## config.mk

```make
export PLATFORM = sky130hd
export DESIGN_NAME = program_loader_flat
export DESIGN_NICKNAME = d
export VERILOG_FILES = /design/src/rtl/program_loader_if.sv /design/src/rtl/program_loader.sv /design/src/flat_wrapper.sv
export SDC_FILE = /design/constraint.sdc
export NUM_CORES = 1
export LEC_CHECK = 0
export CORE_MARGIN = 2
export CORE_UTILIZATION = 45
export CTS_BUF_LIST = sky130_fd_sc_hd__clkbuf_2 sky130_fd_sc_hd__clkbuf_4 sky130_fd_sc_hd__clkbuf_8
export DETAILED_ROUTE_END_ITERATION = 10
export PLACE_DENSITY = 0.66
export REMOVE_ABC_BUFFERS = 1
export SLEW_MARGIN = 20
export SYNTH_ARGS = -nofsm -noshare
export SYNTH_HDL_FRONTEND = slang
export SYNTH_SLANG_ARGS = --single-unit
```

## constraint.sdc

```tcl
create_clock -name clock -period 3.15 [get_ports clock]
set_clock_uncertainty 0.15 [all_clocks]
set_input_delay 0.4725 -clock clock [delete_from_list [all_inputs] [get_ports clock]]
set_output_delay 0.4725 -clock clock [all_outputs]
set_load 0.03 [all_outputs]
```

## src/rtl/program_loader_if.sv

```systemverilog
// Bus between a program source / CPU wrapper (master) and the ternary program loader (slave).
// Trits are 2-bit codes: 00 = -1, 01 = 0, 10 = +1, 11 = illegal.
interface program_loader_if #(
   parameter int WORD_SIZE     = 9,
   parameter int MEM_ADDR_SIZE = 9
);
   logic                         start;
   logic                         in_valid;
   logic [1:0]                   in_trit;
   logic                         in_last;
   logic                         in_ready;
   logic [2*MEM_ADDR_SIZE-1:0]   ld_mem_address;
   logic [2*WORD_SIZE-1:0]       ld_mem_write_data;
   logic                         ld_mem_write;
   logic                         cpu_execute;
   logic                         cpu_halted;
   logic                         busy;
   logic                         done;
   logic                         error;

   modport master (
      output start, in_valid, in_trit, in_last, cpu_halted,
      input  in_ready, ld_mem_address, ld_mem_write_data, ld_mem_write,
             cpu_execute, busy, done, error
   );

   modport slave (
      input  start, in_valid, in_trit, in_last, cpu_halted,
      output in_ready, ld_mem_address, ld_mem_write_data, ld_mem_write,
             cpu_execute, busy, done, error
   );
endinterface

```

## src/rtl/program_loader.sv

```systemverilog
// Streams trits into words, writes them to sequential balanced-ternary addresses,
// then kicks the CPU and waits for it to halt.
module program_loader #(
   parameter int WORD_SIZE     = 9,
   parameter int MEM_ADDR_SIZE = 9
) (
   input  logic              clock,
   input  logic              reset,
   program_loader_if.slave   bus
);

   localparam int DW    = 2 * WORD_SIZE;
   localparam int AW    = 2 * MEM_ADDR_SIZE;
   localparam int IDX_W = (WORD_SIZE > 1) ? $clog2(WORD_SIZE) : 1;

   localparam logic [1:0] T_NEG  = 2'b00;
   localparam logic [1:0] T_ZERO = 2'b01;
   localparam logic [1:0] T_POS  = 2'b10;
   localparam logic [1:0] T_BAD  = 2'b11;

   localparam logic [IDX_W-1:0] LAST_IDX  = IDX_W'(WORD_SIZE - 1);
   localparam logic [AW-1:0]    ADDR_ZERO = {MEM_ADDR_SIZE{T_ZERO}};
   localparam logic [DW-1:0]    WORD_ZERO = {WORD_SIZE{T_ZERO}};

   typedef enum logic [2:0] {
      S_IDLE, S_LOAD, S_WRITE, S_EXEC, S_WAIT_HALT, S_DONE, S_ERROR
   } state_e;

   state_e            state_q, state_d;
   logic [AW-1:0]     addr_q;
   logic [IDX_W-1:0]  idx_q;
   logic [DW-1:0]     shift_q;
   logic              wrapped_q;
   logic              last_q;
   logic              in_ready_q;
   logic              ld_mem_write_q;
   logic              cpu_execute_q;
   logic              busy_q;
   logic              done_q;
   logic              error_q;
   logic [AW-1:0]     ld_mem_address_q;
   logic [DW-1:0]     ld_mem_write_data_q;

   logic              accept;
   logic              last_trit;
   logic [DW-1:0]     word_d;
   logic [AW-1:0]     addr_inc_d;

   // Balanced-ternary +1: a +1 trit rolls to -1 and carries, anything else absorbs the carry.
   function automatic logic [AW-1:0] bt_inc(input logic [AW-1:0] a);
      logic [AW-1:0] r;
      logic          carry;
      r     = a;
      carry = 1'b1;
      for (int i = 0; i < MEM_ADDR_SIZE; i++) begin
         if (carry) begin
            if (a[2*i +: 2] == T_POS) begin
               r[2*i +: 2] = T_NEG;
            end else begin
               r[2*i +: 2] = (a[2*i +: 2] == T_NEG) ? T_ZERO : T_POS;
               carry       = 1'b0;
            end
         end
      end
      return r;
   endfunction

   assign accept     = in_ready_q & bus.in_valid;
   assign last_trit  = (idx_q == LAST_IDX);
   assign addr_inc_d = bt_inc(addr_q);

   // NOTE: every always_comb output gets a default first so no latch can be inferred.
   always_comb begin
      word_d = shift_q;
      for (int k = 0; k < WORD_SIZE; k++) begin
         if (idx_q == IDX_W'(k)) word_d[2*k +: 2] = bus.in_trit;
      end
   end

   always_comb begin
      state_d = state_q;
      case (state_q)
         S_IDLE, S_DONE, S_ERROR: if (bus.start) state_d = S_LOAD;
         S_LOAD: begin
            if (accept) begin
               if (bus.in_trit == T_BAD)             state_d = S_ERROR;
               else if (bus.in_last && !last_trit)   state_d = S_ERROR;
               else if (last_trit)                   state_d = wrapped_q ? S_ERROR : S_WRITE;
            end
         end
         S_WRITE:     state_d = last_q ? S_EXEC : S_LOAD;
         S_EXEC:      state_d = S_WAIT_HALT;
         S_WAIT_HALT: if (bus.cpu_halted) state_d = S_DONE;
         default:     state_d = S_IDLE;
      endcase
   end

   // NOTE: outputs are decoded from state_d and registered, so each one is glitch-free
   // and lines up exactly with the state it belongs to.
   always_ff @(posedge clock or negedge reset) begin
      if (!reset) begin
         state_q             <= S_IDLE;
         addr_q              <= ADDR_ZERO;
         idx_q               <= '0;
         shift_q             <= WORD_ZERO;
         wrapped_q           <= 1'b0;
         last_q              <= 1'b0;
         in_ready_q          <= 1'b0;
         ld_mem_write_q      <= 1'b0;
         cpu_execute_q       <= 1'b0;
         busy_q              <= 1'b0;
         done_q              <= 1'b0;
         error_q             <= 1'b0;
         ld_mem_address_q    <= ADDR_ZERO;
         ld_mem_write_data_q <= WORD_ZERO;
      end else begin
         state_q        <= state_d;
         in_ready_q     <= (state_d == S_LOAD);
         busy_q         <= (state_d == S_LOAD) || (state_d == S_WRITE);
         ld_mem_write_q <= (state_d == S_WRITE);
         cpu_execute_q  <= (state_d == S_EXEC);
         done_q         <= (state_d == S_DONE);
         error_q        <= (state_d == S_ERROR);

         case (state_q)
            S_IDLE, S_DONE, S_ERROR: begin
               if (bus.start) begin
                  addr_q    <= ADDR_ZERO;
                  idx_q     <= '0;
                  shift_q   <= WORD_ZERO;
                  wrapped_q <= 1'b0;
                  last_q    <= 1'b0;
               end
            end
            S_LOAD: begin
               if (accept) begin
                  shift_q <= word_d;
                  idx_q   <= last_trit ? '0 : idx_q + IDX_W'(1);
                  last_q  <= bus.in_last;
                  if (state_d == S_WRITE) begin
                     ld_mem_address_q    <= addr_q;
                     ld_mem_write_data_q <= word_d;
                  end
               end
            end
            S_WRITE: begin
               addr_q <= addr_inc_d;
               // Landing back on zero means every address has now been used once.
               if (addr_inc_d == ADDR_ZERO) wrapped_q <= 1'b1;
            end
            default: ;
         endcase
      end
   end

   assign bus.in_ready          = in_ready_q;
   assign bus.ld_mem_address    = ld_mem_address_q;
   assign bus.ld_mem_write_data = ld_mem_write_data_q;
   assign bus.ld_mem_write      = ld_mem_write_q;
   assign bus.cpu_execute       = cpu_execute_q;
   assign bus.busy              = busy_q;
   assign bus.done              = done_q;
   assign bus.error             = error_q;

endmodule

```

## src/flat_wrapper.sv

```systemverilog
// flat-port wrapper written by rule: the top's interface ports become plain ports
module program_loader_flat 
#(
   parameter int WORD_SIZE     = 9,
   parameter int MEM_ADDR_SIZE = 9
)
  (clock, reset, bus_start, bus_in_valid, bus_in_trit, bus_in_last, bus_cpu_halted, bus_in_ready, bus_ld_mem_address, bus_ld_mem_write_data, bus_ld_mem_write, bus_cpu_execute, bus_busy, bus_done, bus_error);
  program_loader_if #(.WORD_SIZE(WORD_SIZE), .MEM_ADDR_SIZE(MEM_ADDR_SIZE)) bus_i ();
  input  logic clock;
  input  logic reset;
  input wire logic [$bits(bus_i.start)-1:0] bus_start;
  input wire logic [$bits(bus_i.in_valid)-1:0] bus_in_valid;
  input wire logic [$bits(bus_i.in_trit)-1:0] bus_in_trit;
  input wire logic [$bits(bus_i.in_last)-1:0] bus_in_last;
  input wire logic [$bits(bus_i.cpu_halted)-1:0] bus_cpu_halted;
  output wire logic [$bits(bus_i.in_ready)-1:0] bus_in_ready;
  output wire logic [$bits(bus_i.ld_mem_address)-1:0] bus_ld_mem_address;
  output wire logic [$bits(bus_i.ld_mem_write_data)-1:0] bus_ld_mem_write_data;
  output wire logic [$bits(bus_i.ld_mem_write)-1:0] bus_ld_mem_write;
  output wire logic [$bits(bus_i.cpu_execute)-1:0] bus_cpu_execute;
  output wire logic [$bits(bus_i.busy)-1:0] bus_busy;
  output wire logic [$bits(bus_i.done)-1:0] bus_done;
  output wire logic [$bits(bus_i.error)-1:0] bus_error;
  assign bus_i.start = bus_start;
  assign bus_i.in_valid = bus_in_valid;
  assign bus_i.in_trit = bus_in_trit;
  assign bus_i.in_last = bus_in_last;
  assign bus_i.cpu_halted = bus_cpu_halted;
  assign bus_in_ready = bus_i.in_ready;
  assign bus_ld_mem_address = bus_i.ld_mem_address;
  assign bus_ld_mem_write_data = bus_i.ld_mem_write_data;
  assign bus_ld_mem_write = bus_i.ld_mem_write;
  assign bus_cpu_execute = bus_i.cpu_execute;
  assign bus_busy = bus_i.busy;
  assign bus_done = bus_i.done;
  assign bus_error = bus_i.error;
  program_loader #(.WORD_SIZE(WORD_SIZE), .MEM_ADDR_SIZE(MEM_ADDR_SIZE)) u_core (.clock(clock), .reset(reset), .bus(bus_i));
endmodule
```

### Word level (Yosys, flattened, before mapping)

Cells that the tools add are included.

| word-level totals | value |
|---|---|
| logic and storage cells | 142 |
| output and inout port bits | 42 |
| input bits | 8 |
| register bits after elaboration | 87 |

| operators by class | value |
|---|---|
| bitwise logic cells | 1 |
| reduce and logical (&&, ||, !) cells | 21 |
| eq/ne operators | 33 |
| add/sub/neg operators | 1 |
| mux-type cells | 72 |

Operator list:

| cell | number |
|---|---|
| 2-bit two-way mux | 36 |
| 18-bit one-hot mux with 2 select lines | 2 |
| 18-bit two-way mux | 2 |
| 3-bit two-way mux | 7 |
| 2-bit == test, second input constant | 10 |
| 18-bit by 17-bit == test with 1-bit output, second input constant | 1 |
| 2-bit logical NOT | 9 |
| 1-bit two-way mux | 18 |
| 4-bit by 3-bit == test with 1-bit output, second input constant | 4 |
| 3-bit == test, second input constant | 5 |
| 3-bit one-hot mux with 5 select lines | 1 |
| 3-bit by 2-bit == test with 1-bit output, second input constant | 4 |
| 4-bit two-way mux | 3 |
| 3-bit AND reduction | 3 |
| 4-bit by 2-bit == test with 1-bit output, second input constant | 2 |
| 4-bit one-hot mux with 2 select lines | 1 |
| 3-bit by 1-bit == test with 1-bit output, second input constant | 2 |
| 4-bit by 1-bit adder with 4-bit output, second input constant | 1 |
| 4-bit by 1-bit == test with 1-bit output, second input constant | 1 |
| 4-bit == test, second input constant | 1 |
| 4-bit logical NOT | 1 |
| 2-bit by 1-bit inequality test with 1-bit output, second input constant | 2 |
| 1-bit one-hot mux with 2 select lines | 2 |
| 2-bit nonzero test | 2 |
| 8 further kinds | 8 |

### Logic depth before layout (Yosys ltp)

Gate-level depths: netlist of the first run.

| depth | value |
|---|---|
| depth in word-level cells | 13 |
| mapped depth | 8 |
| depth with buffers taken out | 7 |

### Worst setup path after synthesis of the first run

No wires, ideal clock.

| path | value |
|---|---|
| path type | reg-to-reg |
| start point | register u_core.idx_q[0] |
| end point | register u_core.ld_mem_address_q[11] (netlist: u_core.bus.ld_mem_address[11]) |
| path buffers | 1 |
| arrival time | 2197 ps |
| required time | 2875 ps |
| setup time | 125 ps |
| setup slack | 678 ps |
| stages on the path, launching flop included | 9 |
| clock period less this slack | 2472 ps |
| cell sequence | dfrtp_1 -> inv_1 -> ha_1 -> nand3b_1 -> a21oi_1 -> o21ai_2 -> a311oi_4 -> buf_6 -> mux2_4 |

| between the ends | value |
|---|---|
| cells in the longest elaborated chain, start to end | 9 |
| elaborated cells between the ends (all ways) | 10 |
| classes of those cells | 2 x eq/ne; 5 x mux; 3 x reduce/logical |

RTL lines:

| what | RTL line | text |
|---|---|---|
| start: declaration | program_loader.sv:31 | `logic [IDX_W-1:0] idx_q;` |
| start signal: assignment | program_loader.sv:138 | `idx_q <= last_trit ? '0 : idx_q + IDX_W'(1);` |
| 4-bit == test * | program_loader.sv:69 | `assign last_trit = (idx_q == LAST_IDX);` |
| 1-bit logical NOT | program_loader.sv:87 | `else if (bus.in_last && !last_trit) state_d = S_ERROR;` |
| 1-bit logical AND | program_loader.sv:87 |  |
| 3-bit two-way mux * | program_loader.sv:87 |  |
| 3-bit two-way mux * | program_loader.sv:86 | `if (bus.in_trit == T_BAD) state_d = S_ERROR;` |
| 3-bit two-way mux * | program_loader.sv:85 | `if (accept) begin` |
| 3-bit one-hot mux with 5 select lines * | program_loader.sv:82 | `case (state_q)` |
| 3-bit by 2-bit == test with 1-bit output * | program_loader.sv:140 | `if (state_d == S_WRITE) begin` |
| 3-bit AND reduction (no line) * | -- |  |
| end signal: assignment | program_loader.sv:141 | `ld_mem_address_q <= addr_q;` |
| end: declaration | program_loader.sv:41 | `logic [AW-1:0] ld_mem_address_q;` |

Every way passes the cells marked *; elsewhere a longest branch is shown, timed or not.
A chain may end at the register's enable or synchronous reset.

### Worst setup path in the final report of the first run

| path | value |
|---|---|
| start point | register u_core.idx_q[0] |
| end point | register u_core.ld_mem_address_q[1] (netlist: u_core.bus.ld_mem_address[1]) |

Same word-level chain as after synthesis.

==> results of run 1 <==
power groups by stage:
| stage | sequential [mW] | combinational [mW] | clock (mW) |
|---|---|---|---|
| 2_1_floorplan | 2.06 | 0.931 | 0 |
| 3_3_place_gp | 1.72 | 1.90 | 0 |
| 3_5_place_dp | 1.74 | 1.92 | 0 |
| 4_1_cts | 1.72 | 1.93 | 0.827 |
| 5_1_grt | 1.76 | 2.08 | 0.869 |
| 6_report | 1.72 | 1.92 | 0.812 |
per-stage QoR:
| stage | hold slack, ps | utilization (%) |
|---|---|---|
| 2_1_floorplan | 26.9 | - |
| 3_3_place_gp | 330 | 53.5 |
| 3_5_place_dp | 337 | 53.5 |
| 4_1_cts | 179 | 55.6 |
| 5_1_grt | 55.7 | 55.7 |
| 6_report | -10.6 | 55.7 |
per-layer routing:
metal	GRT usage (%)	routed length, um
met2	29.5	4160
met1	25.9	4180
met3	3.35	333
met4	8.41	196
met5	0	0
final cells by class:
cell class                 instances  area (um2)  share of cell area (%)
timing repair buffer              60         587                    11.4
tap                              129         161                    3.12
clock inverter                     5        58.8                    1.14
clock buffer                      11         145                    2.81
inverter                          14        52.6                    1.02
multi-input combinational        244        1940                    37.6
sequential                        87        2220                    43.0
synth_stat cells, drive strengths merged, types with 8 or more instances:
cell type / instances
o32a: 8
o22ai: 9
a21oi: 14
dfstp: 36
mux2: 53
nor2: 11
inv: 14
dfrtp: 51
nand3: 12
o21ai: 16
nand2: 36
clkbuf: 9
nor2b: 8
cells by family (layout without fill, tap and decap cells):
family / Yosys count / in the layout
simple gates: 105 / 105
fa+ha+maj: 4 / 4
buf+inv: 29 / 90
compound gates: 76 / 76
xor+xnor: 1 / 1
mux: 58 / 58
flops: 87 / 87
state kept, by name, summed over array words and instances (netlist names):
name,flops
u_core.addr_q,18
u_core.bus.ld_mem_address,18
u_core.bus.ld_mem_write_data,18
u_core.shift_q,18
u_core.idx_q,4
u_core.state_q,3
u_core.bus.busy,1
u_core.bus.cpu_execute,1
u_core.bus.done,1
u_core.bus.error,1
u_core.bus.in_ready,1
u_core.bus.ld_mem_write,1
u_core.last_q,1
u_core.wrapped_q,1
worst reg2reg max path, cell delays in order (launching register included):
cell and delay (ps):
dfrtp_1 460, inv_1 110, ha_1 220, nand3b_1 200
a21oi_1 330, o21ai_2 150, a311oi_4 300, buf_4 360
mux2_2 380
final timing paths:
path | end | depth (start not counted)
max in group asynchronous | u_core.bus.ld_mem_address[2] | 2
hold reg to reg | u_core.wrapped_q | 1
setup / recovery | u_core.bus.ld_mem_address[1] | 8
min in group clock | u_core.wrapped_q | 1
hold / removal | u_core.state_q[2] | 1
setup reg to reg | u_core.bus.ld_mem_address[1] | 8
==> flow_summary.toml, run 1 <==
[cts]
cts.path.max_buffers = 2
clock-sinks = 87
hold_buffers = 0
cts_resized = 0
cts_tree = "done"
clkLatencyLatePin_ps = 360
post_cts_buffers = 0
numCtsBuffers = 9
root_buffer = "clkbuf_8"
cts.htree.levels = 3
path_clk_slew_ps = 90

[power]
combPwrFrac_pct = 43.2
cellLeakagePower_nw = 2.15
pwr-share-seq_pct = 38.6
design_power_total_mw = 4.45
p_int_mw = 2.78
peakVddDrop_mv = 0.305
power_frac_clock_pct = 18.3
switching_share_pct = 37.5
powerDensity_mw_per_mm2 = 860
switchingPower_mw = 1.67

[sta]
fin_tns_setup_ps = 0
period_share_pct = 87.7
worst_pin_slew_ps = 760
final-setup-viol-count = 0
hold_violations = 5
max_freq_mhz = 362
rsz0062_at_grt = "no"
maxSlewViolCount = 0
whs_ps = -10.6
layout_min_cycle_time_ps = 2760
final.setup.worst_slack_ps = 389
relSlewSlack_pct = 49.3

[detailed_routing]
wl_per_cell_um = 16.1
drt-total-wl_mm = 8.87
vias = 2997
drt_iter0_markers = 85
drtAntennaViolNets = 0
drc = 0
detail_route.first_pass.iterations = 4
viasPerCell = 5.45

[floorplanning]
ios = 50
die_area_mm2 = 0.0104
die_h_um = 102
rows = 35
die_w_um = 102
core_mm2 = 0.00928
start_util_pct = 46.4

[logic_synthesis]
netlist_instances = 360
synthTopCellsByArea = "dfrtp_1 (30%), dfstp_2 (22%), mux2_4 (10%)"
yosysUniqueCellTypes = 56
synth_area_mm2 = 0.00431
synth_xor_area_share_pct = 0.203
ys_seq_area_share_pct = 51.6
avgSynthCellArea_um2 = 12.0
yosysTopAreaCellShare_pct = 29.6
yosys.area.top_type = "dfrtp_1"
async_reset_ff_share_pct = 100
synth.mux.area_fraction_pct = 17.5
ys.flop_type = "dfrtp_1"
synth_edf_count = 0
yosys.area_share.adder_pct = 1.16
synth_compound_area_share_pct = 12.8
synth_top_family_by_area = "multiplexers"
yosys.area_share.simple_pct = 13.5
ys_warn_count = 0
ys_ff_latch = 87

[final_layout]
final_common_cell = "dfrtp_1"
area.growth.synth_to_final_pct = 20.0
stdcell_area_mm2 = 0.00517
drive_gt1_share_pct = 29.5
instances_no_fill = 550
fin_nets = 428
antenna_cells = 0
final_cell_mix = "dfrtp_1 (51), clkdlybuf4s50_1 (48), nand2_1 (36), dfstp_2 (36), mux2_4 (29)"
fillCellCount = 822

[setup_path]
startpoint = "u_core.idx_q[0]"
arrival_ps = 2870
cp-end-kind = "flip-flop"
critPathKind = "flip-flop to flip-flop"
slowest_stage = "dfrtp_1"
worstSetupStartpointType = "flip-flop"
path_buf_inv = 2
critical_path_required_ps = 3260
crit_chain = "inv_1 -> ha_1 -> nand3b_1 -> a21oi_1 -> o21ai_2 -> a311oi_4 -> buf_4 -> mux2_2"
cp_max_fo = 16
max_stage_delay_ps = 460
worstReg2RegStart = "u_core.idx_q[0]"
critPathTopFamily = "compound AO/OA/AOI/OAI gates"
reg2reg_slack_ps = 390

[global_route]
grt_max_degree = 86
antenna_found_initial = 0
grt_pass1_vias = 3048
grt_first_pass_wirelength_mm = 15.2
grtUsageTotal_pct = 18.9
overflow = 0

[min_path]
min_path_type = "input pin to asynchronous set/reset pin"

[placed_design]
place_area_mm2 = 0.00496
gp_congestion = 0.809
post-dp-hpwl_mm = 5.78
port_buffers = 49
dp_cells = 534
place_ws_ps = 317

[outcome]
status = "finished with violations"
violations = "negative hold slack"

[run]
maxCapViolCount = 0
(Power assumes the default switching activity.)
==> run 2, diff against run 1 <==
--- a/config.mk
+++ b/config.mk
@@ -5,12 +5,12 @@
 export SDC_FILE = /design/constraint.sdc
 export NUM_CORES = 1
 export LEC_CHECK = 0
+export ABC_AREA = 1
 export CORE_MARGIN = 2
 export CORE_UTILIZATION = 45
 export CTS_BUF_LIST = sky130_fd_sc_hd__clkbuf_2 sky130_fd_sc_hd__clkbuf_4 sky130_fd_sc_hd__clkbuf_8
 export DETAILED_ROUTE_END_ITERATION = 10
-export PLACE_DENSITY = 0.66
-export REMOVE_ABC_BUFFERS = 1
+export PLACE_DENSITY = 0.67
 export SLEW_MARGIN = 20
 export SYNTH_ARGS = -nofsm -noshare
 export SYNTH_HDL_FRONTEND = slang
==> run 2 against run 1 <==
Net effect: count of clock-buffer cells in the layout is 2 lower; the run still ends with negative hold slack left; via count is 12% higher; largest cell class unchanged; clock power is 5.2% higher; critical path type unchanged; highest routed layer unchanged; cell area is 4.4% lower; critical endpoint is now u_core.bus.ld_mem_write_data[0].
==> flow_summary.toml, run 2 <==
[floorplanning]
start_util_pct = 46.6
die_w_um = 99.5
core_mm2 = 0.00881
die_area_mm2 = 0.00991
ios = 50
die_h_um = 99.5
rows = 34

[cts]
cts_resized = 0
post_cts_buffers = 0
cts_tree = "done"
path_clk_slew_ps = 90
clkLatencyLatePin_ps = 350
root_buffer = "clkbuf_8"
numCtsBuffers = 9
cts.htree.levels = 3
cts.path.max_buffers = 2
clock-sinks = 87
hold_buffers = 0

[sta]
final.setup.worst_slack_ps = 714
relSlewSlack_pct = 50.4
layout_min_cycle_time_ps = 2440
maxSlewViolCount = 0
rsz0062_at_grt = "no"
whs_ps = -4.21
max_freq_mhz = 411
final-setup-viol-count = 0
period_share_pct = 77.3
fin_tns_setup_ps = 0
hold_violations = 2
worst_pin_slew_ps = 745

[logic_synthesis]
ys_ff_latch = 87
synth_area_mm2 = 0.00411
ys.flop_type = "dfrtp_1"
synthTopCellsByArea = "dfrtp_1 (31%), dfstp_2 (23%), nand2_1 (9.9%)"
ys_warn_count = 0
netlist_instances = 477
synth_edf_count = 0
avgSynthCellArea_um2 = 8.61
yosysUniqueCellTypes = 32
synth_nets = 489
synth.most_common_cell = "nand2_1"
synth_common_cells = "nand2_1 (108), dfrtp_1 (51), inv_1 (50), nor2_1 (50), o21ai_0 (39)"
ys_seq_area_share_pct = 54.1
yosysTopAreaCellShare_pct = 31.1
yosys.area.top_type = "dfrtp_1"
async_reset_ff_share_pct = 100

[power]
cellLeakagePower_nw = 2.22
peakVddDrop_mv = 0.401
powerDensity_mw_per_mm2 = 883

[setup_path]
critPathTopFamily = "simple AND/OR/NAND/NOR gates"
critical_path_required_ps = 3300
path_buf_inv = 4
crit_chain = "inv_1 -> ha_1 -> nand3_2 -> inv_2 -> nor2_4 -> nand2_1 -> nand2_1 -> nand2_2 -> nand3_2 -> nor2_4 -> buf_12 -> nand2_1 -> o21ai_1 -> inv_1"
critPathKind = "flip-flop to flip-flop"
worstSetupStartpointType = "flip-flop"
cp_max_fo = 66
arrival_ps = 2590
cp-end-kind = "flip-flop"
slowest_stage = "dfrtp_1"
max_stage_delay_ps = 400
cp_common_cell = "nand2_1"

[global_route]
grt_max_degree = 85
grt_pass1_vias = 3358
antenna_found_initial = 0
grt_first_pass_wirelength_mm = 15.1
overflow = 0
grtUsageTotal_pct = 18.9

[detailed_routing]
drt_iter0_markers = 192
drc = 0
vias = 3359
wl_per_cell_um = 13.7
drt-total-wl_mm = 8.81
detail_route.first_pass.iterations = 5
drtAntennaViolNets = 0
viasPerCell = 5.22

[outcome]
status = "finished with violations"
violations = "negative hold slack"

[placed_design]
place_area_mm2 = 0.00472
post-dp-hpwl_mm = 6.22
place_ws_ps = 473
dp_cells = 628
port_buffers = 49
gp_congestion = 0.838

[final_layout]
area.growth.synth_to_final_pct = 20.4
fillCellCount = 810
multi_input_area_mm2 = 0.00160
seqCellArea_mm2 = 0.00222
antenna_cells = 0
drive_gt1_share_pct = 15.7
stdcell_area_mm2 = 0.00494
fin_nets = 543
instances_no_fill = 644
final_common_cell = "nand2_1"
final_cell_mix = "nand2_1 (108), dfrtp_1 (51), inv_1 (50), nor2_1 (50), clkdlybuf4s50_1 (48)"

[min_path]
min_path_type = "input pin to asynchronous set/reset pin"

[run]
maxCapViolCount = 0
## run 2: final cells by class
| cell class | instances | share of cell area, % |
|---|---|---|
| clock buffers | 9 | 2.51 |
| clock inverters | 7 | 1.95 |
| inverters | 57 | 4.33 |
| multi-input cells | 321 | 32.4 |
| flip-flops and latches | 87 | 45.0 |
| well taps | 108 | 2.73 |
| repair buffers | 55 | 11.1 |
## run 2: metrics by stage
stage	utilization (%)	total power [mW]	hold slack, ps
floorplan	-	2.84	26.9
finish	56.1	4.36	-4.21
detailed placement	53.6	3.54	324
global route	56.1	4.63	71.0
CTS	56.1	4.41	174
global placement	53.6	3.50	319
## run 2: cell families (layout without fill, tap and decap cells)
logic type               Yosys count  count (layout)  share of synthesized area, %
AND/OR/NAND/NOR                  208             208                          22.1
AO/OA/AOI/OAI                    109             109                          15.6
flip-flops                        87              87                          54.1
buffers and inverters             69             128                          7.01
adder cells (fa/ha/maj)            4               4                          1.22
## run 2: final timing paths
path	from	end	slack (ps)	cells after the start
setup / recovery	u_core.idx_q[0]	u_core.bus.ld_mem_write_data[0]	710	14
hold / removal	reset	u_core.bus.ld_mem_write_data[15]	-4	1
setup reg to reg	u_core.idx_q[0]	u_core.bus.ld_mem_write_data[0]	710	14
hold reg to reg	u_core.shift_q[1]	u_core.shift_q[1]	340	2
max in group asynchronous	reset	u_core.bus.ld_mem_write_data[14]	2180	2
min in group clock	u_core.shift_q[1]	u_core.shift_q[1]	340	2
## run 2: power by group
group | leakage [nW] | total (mW) | switching, mW | internal, mW
clock network | 0.114 | 0.854 | 0.405 | 0.449
logic | 1.05 | 1.86 | 1.19 | 0.668
registers | 1.06 | 1.65 | 0.161 | 1.49
total | 2.22 | 4.36 | 1.75 | 2.61
## run 2: layer usage
metal | GRT usage [%] | part of all wire [%]
met5 | 0 | 0
met4 | 5.69 | 1.3
met2 | 33.1 | 51
met3 | 3.51 | 3.0
met1 | 23.9 | 44
